## config.mk

```make
export PLATFORM = sky130hd
export DESIGN_NAME = ram_arbiter
export DESIGN_NICKNAME = d
export VERILOG_FILES = /design/src/rtl/ram_arb_pkg.sv /design/src/rtl/ram_arb_pick.sv /design/src/rtl/ram_arbiter.sv
export SDC_FILE = /design/constraint.sdc
export NUM_CORES = 1
export LEC_CHECK = 0
export CORE_MARGIN = 1.5
export CORE_UTILIZATION = 40
export CTS_BUF_LIST = sky130_fd_sc_hd__clkbuf_8
export CTS_CLUSTER_DIAMETER = 150
export DETAILED_ROUTE_END_ITERATION = 7
export PLACE_DENSITY = 0.83
export SKIP_CTS_REPAIR_TIMING = 1
export SYNTH_ARGS = -nofsm -noshare
export SYNTH_HDL_FRONTEND = slang
export SYNTH_SLANG_ARGS = --single-unit
```

## constraint.sdc

```tcl
create_clock -name clk -period 3.47 [get_ports clk]
set_input_delay 0.347 -clock clk [delete_from_list [all_inputs] [get_ports clk]]
set_output_delay 0.347 -clock clk [all_outputs]
set_load 0.02 [all_outputs]
```

## src/rtl/ram_arb_pkg.sv

```systemverilog
// rtl/ram_arb_pkg.sv - shared defaults, FSM states and port ids for ram_arbiter (RAM_ARB_FIXED_PRI_EN aware)
package ram_arb_pkg;
    localparam int DEF_ADDR_W = 16;
    localparam int DEF_DATA_W = 32;

    typedef enum logic [1:0] {
        IDLE   = 2'd0,
        ACCESS = 2'd1,
        DONE   = 2'd2
    } state_t;

    localparam logic PORT_IF = 1'b0;
    localparam logic PORT_LS = 1'b1;
endpackage

```

## src/rtl/ram_arb_pick.sv

```systemverilog
// rtl/ram_arb_pick.sv - 2-way winner select; RAM_ARB_FIXED_PRI_EN selects fixed priority
module ram_arb_pick
    import ram_arb_pkg::*;
(
`ifndef RAM_ARB_FIXED_PRI_EN
    input  logic       i_ptr,
`endif
    input  logic [1:0] i_req,
    output logic [1:0] o_gnt,
    output logic       o_win
);

    // winner select: a lone requester always wins, contention resolved by policy
    always_comb begin
        o_win = PORT_IF;
        o_gnt = 2'b00;
`ifdef RAM_ARB_FIXED_PRI_EN
        if (i_req[0]) o_win = PORT_IF;
        else          o_win = PORT_LS;
`else
        if (&i_req)        o_win = ~i_ptr;
        else if (i_req[0]) o_win = PORT_IF;
        else               o_win = PORT_LS;
`endif
        if (|i_req) o_gnt = o_win ? 2'b10 : 2'b01;
    end

endmodule

```

## src/rtl/ram_arbiter.sv

```systemverilog
// rtl/ram_arbiter.sv - round-robin two-port access sequencer for the single-port RAM (RAM_ARB_FIXED_PRI_EN)
module ram_arbiter
    import ram_arb_pkg::*;
#(
    parameter int ADDR_W = DEF_ADDR_W,
    parameter int DATA_W = DEF_DATA_W
) (
    input  logic              clk,
    input  logic              rst,
    input  logic [1:0]        req,
    input  logic [1:0]        we,
    input  logic [ADDR_W-1:0] addr0,
    input  logic [ADDR_W-1:0] addr1,
    input  logic [DATA_W-1:0] wdata0,
    input  logic [DATA_W-1:0] wdata1,
    output logic [1:0]        gnt,
    output logic [1:0]        done,
    output logic [DATA_W-1:0] rdata,
    output logic              busy,
    output logic [ADDR_W-1:0] ram_addr,
    output logic [DATA_W-1:0] ram_wdata,
    output logic              ram_rw,
    input  logic [DATA_W-1:0] ram_rdata
);

    state_t            r_state;
    state_t            w_next;
    logic              r_id;
    logic              r_we;
    logic              r_rw;
    logic [ADDR_W-1:0] r_addr;
    logic [DATA_W-1:0] r_wdata;
    logic [DATA_W-1:0] r_rdata;
    logic [1:0]        w_pick_gnt;
    logic              w_win;
    logic              w_grant;

`ifndef RAM_ARB_FIXED_PRI_EN
    logic              r_ptr;
`endif

    ram_arb_pick u_pick (
`ifndef RAM_ARB_FIXED_PRI_EN
        .i_ptr (r_ptr),
`endif
        .i_req (req),
        .o_gnt (w_pick_gnt),
        .o_win (w_win)
    );

    assign w_grant   = (r_state == IDLE) && (|req);
    assign ram_addr  = r_addr;
    assign ram_wdata = r_wdata;
    assign ram_rw    = r_rw;
    assign rdata     = r_rdata;

    // next state and state-decoded outputs
    always_comb begin
        w_next = r_state;
        gnt    = 2'b00;
        done   = 2'b00;
        busy   = 1'b1;
        case (r_state)
            IDLE: begin
                busy = 1'b0;
                gnt  = w_pick_gnt;
                if (|req) w_next = ACCESS;
            end
            ACCESS: w_next = DONE;
            DONE: begin
                done   = r_id ? 2'b10 : 2'b01;
                w_next = IDLE;
            end
            default: w_next = IDLE;
        endcase
    end

    // state register
    always_ff @(posedge clk or posedge rst) begin
        if (rst) r_state <= IDLE;
        else     r_state <= w_next;
    end

    // latch the winner's request so the RAM sees stable inputs for the whole access
    always_ff @(posedge clk or posedge rst) begin
        if (rst) begin
            r_id    <= PORT_IF;
            r_we    <= 1'b0;
            r_addr  <= '0;
            r_wdata <= '0;
        end else if (w_grant) begin
            r_id    <= w_win;
            r_we    <= we[w_win];
            r_addr  <= w_win ? addr1 : addr0;
            r_wdata <= w_win ? wdata1 : wdata0;
        end
    end

    // RW strobe: registered, high only for the ACCESS cycle of a write
    always_ff @(posedge clk or posedge rst) begin
        if (rst) r_rw <= 1'b0;
        else     r_rw <= w_grant & we[w_win];
    end

    // capture read data at the end of ACCESS; held otherwise
    always_ff @(posedge clk or posedge rst) begin
        if (rst)                                r_rdata <= '0;
        else if ((r_state == ACCESS) && !r_we)  r_rdata <= ram_rdata;
    end

`ifndef RAM_ARB_FIXED_PRI_EN
    // last-winner pointer; reset to 1 so port 0 wins the first contention
    always_ff @(posedge clk or posedge rst) begin
        if (rst)          r_ptr <= PORT_LS;
        else if (w_grant) r_ptr <= w_win;
    end
`endif

endmodule

```

==> flow_summary.json <==
{
  "dp.cells": 692,
  "nNetsFinal": 705,
  "first_global_vias": 3824,
  "cp-startpoint": "req[1]",
  "drt_iter0_drc": 216,
  "ys.flop_type": "dfrtp_1",
  "clk_pin_slew_ps": 80,
  "grt_start_max_net_pins": 52,
  "grt_antenna_before_repair": 0,
  "final_cells": 708,
  "crit_type": "input port to output port",
  "num_rows": 36,
  "slew_headroom_pct": 33.1,
  "die_w_um": 103,
  "core-area_um2": 9680,
  "start_util_pct": 41.0,
  "overflow": 0,
  "rsz0062_at_grt": "false",
  "netlist_area_um2": 3970,
  "syn_avg_cell_area_um2": 10.6,
  "insertion_delay_ps": 340,
  "cap_violations": 0,
  "fin_hold_ws_ps": 407,
  "fmaxAchievable_mhz": 455,
  "path_max_fanout": 3,
  "post_route_cells_drive_above_1_share_pct": 10.1,
  "syn_inst": 376,
  "worst_slack_ps": 1270,
  "cts_tree": "built",
  "final.setup.tns_ps": 0,
  "vias": 3877,
  "worst_setup_path_start_kind": "input port",
  "status": "finished, final reports clean",
  "htree_levels": 3,
  "synth_top_area_share_pct": 53.6,
  "cp.arrival_ps": 1850,
  "die_h_um": 103,
  "gp_congestion": 0.750,
  "synth_area_leaders": "dfrtp_1 (54%), a31oi_1 (7.7%), a21oi_1 (6.4%)",
  "p_leak_nw": 2.48,
  "skew_ps": 8.65,
  "required_ps": 3120,
  "ys_seq_area_share_pct": 54.2,
  "setup_viol": 0,
  "cts_sinks": 86,
  "r2r_start": "r_state[0]",
  "fp.dieArea_um2": 10500,
  "syn-num-nets": 510,
  "grt_first_pass_wirelength_um": 19400,
  "place_hpwl_um": 9040,
  "synth_cell_types": 27,
  "clk_path_buf_depth": 2,
  "finalMaxSlewViolations": 0,
  "yosysWarnings": 0,
  "yosys_register_bits": 86,
  "drt-vias-per-instance": 5.48,
  "placed_area_um2": 6130,
  "synthArstFlopShare_pct": 100,
  "hold_path.class": "input port to async pin",
  "place_ws_ps": 1190,
  "first_pass_iters": 6,
  "cts_buffers": 9,
  "cellPowerDensity_nw_per_um2": 896,
  "final_antenna_net_count": 0,
  "hold_violations": 0,
  "yosysMostFrequentCell": "dfrtp_1",
  "wl_per_cell_um": 18.3,
  "grt.total_usage_pct": 24.0,
  "endpoint_kind": "output port",
  "ios": 220,
  "tightest_slew_ps": 1000,
  "period_needed_ps": 2200,
  "synth_edf_count": 0,
  "antenna_cells": 0,
  "ir_drop_v": 0.000529,
  "clockRootBuffer": "clkbuf_8",
  "drt-total-wl_um": 12900,
  "post-route-period-util_pct": 63.4,
  "syn2layout_area_growth_pct": 60.8,
  "synth_largest_area_cell": "dfrtp_1",
  "synth_common_cells": "dfrtp_1 (85), a21oi_1 (51), o21ai_0 (50)",
  "numPortBuffers": 219,
  "drc": 0,
  "stdcell_area_um2": 6380
}
## per-layer routing
metal / GRT usage [%] / vias to the layer above / share of wire, %
li1: - / 1769 / -
met5: 0 / - / 0
met1: 27.5 / 1874 / 38
met2: 42.4 / 200 / 51
met3: 6.31 / 34 / 8.8
met4: 10.0 / 0 / 3.0
## metrics by stage
| step | util, % | power [W] |
|---|---|---|
| detailed placement | 63.3 | 0.00497 |
| global placement | 63.3 | 0.00486 |
| floorplan | - | 0.00354 |
| finish | 65.9 | 0.00572 |
| CTS | 65.6 | 0.00575 |
| global route | 65.9 | 0.00606 |
## cells in the final DEF, fill, tap and decap left out
| master | instances |
|---|---|
| nor2_4 | 1 |
| o21ai_0 | 50 |
| mux2_1 | 7 |
| mux2_2 | 15 |
| clkbuf_8 | 11 |
| o22a_1 | 1 |
| nor3b_1 | 1 |
| nor2_1 | 1 |
| clkdlybuf4s50_1 | 218 |
| o21ai_1 | 1 |
| clkinv_1 | 1 |
| and3b_1 | 1 |
| nand2_1 | 1 |
| inv_1 | 1 |
| dfrtp_1 | 85 |
| inv_2 | 2 |
| bufinv_16 | 2 |
| and2b_2 | 1 |
| buf_16 | 1 |
| clkinvlp_4 | 1 |
| or2_2 | 1 |
| nand3_1 | 49 |
| buf_4 | 6 |
| nand2_4 | 1 |
| dfstp_2 | 1 |
| mux2_4 | 10 |
| a31oi_1 | 49 |
| nor2b_4 | 2 |
| a21oi_1 | 51 |
| nand2b_2 | 1 |
| buf_2 | 1 |
| clkinv_2 | 1 |
## worst paths after layout
path | endpoint | slack, ps | depth (start not counted)
setup reg to reg | rdata[15] | 1500 | 3
hold reg to reg | rdata[31] | 490 | 1
min in group clk | rdata[31] | 490 | 1
max in group asynchronous | rdata[18] | 2150 | 3
hold / removal | rdata[9] | 410 | 2
setup / recovery | gnt[1] | 1270 | 5
## flip-flops by register name (all words and copies together), names as in the netlist
register and cells:
r_we 1, r_id 1, r_ptr 1, ram_wdata 32, r_state 2, ram_addr 16, rdata 32, ram_rw 1
## area by class of cell
cell class	instances	area (um2)
clock buffer	11	151
clock inverter	4	71.3
fill	775	3300
inverter	4	16.3
multi-input combinational	244	1570
sequential	86	2150
tap	133	166
timing repair buffer	226	2260
## cell families after synthesis
family	count (synthesis)	share of synthesized area, %
multiplexers	32	10.0
AO/OA/AOI/OAI	152	20.8
flip-flops	86	54.2
AND/OR/NAND/NOR	60	8.45
buffers and inverters	46	6.49
## critical path, stage by stage
cell	delay, ps
clkdlybuf4s50_1	440
or2_2	340
nand2_4	90
a21oi_1	40
clkdlybuf4s50_1	590
## where the power goes
part	switching (W)	internal (W)
clock network	0.000336	0.000439
logic	0.00162	0.00150
registers	0.000303	0.00152
(Power assumes the default switching activity.)
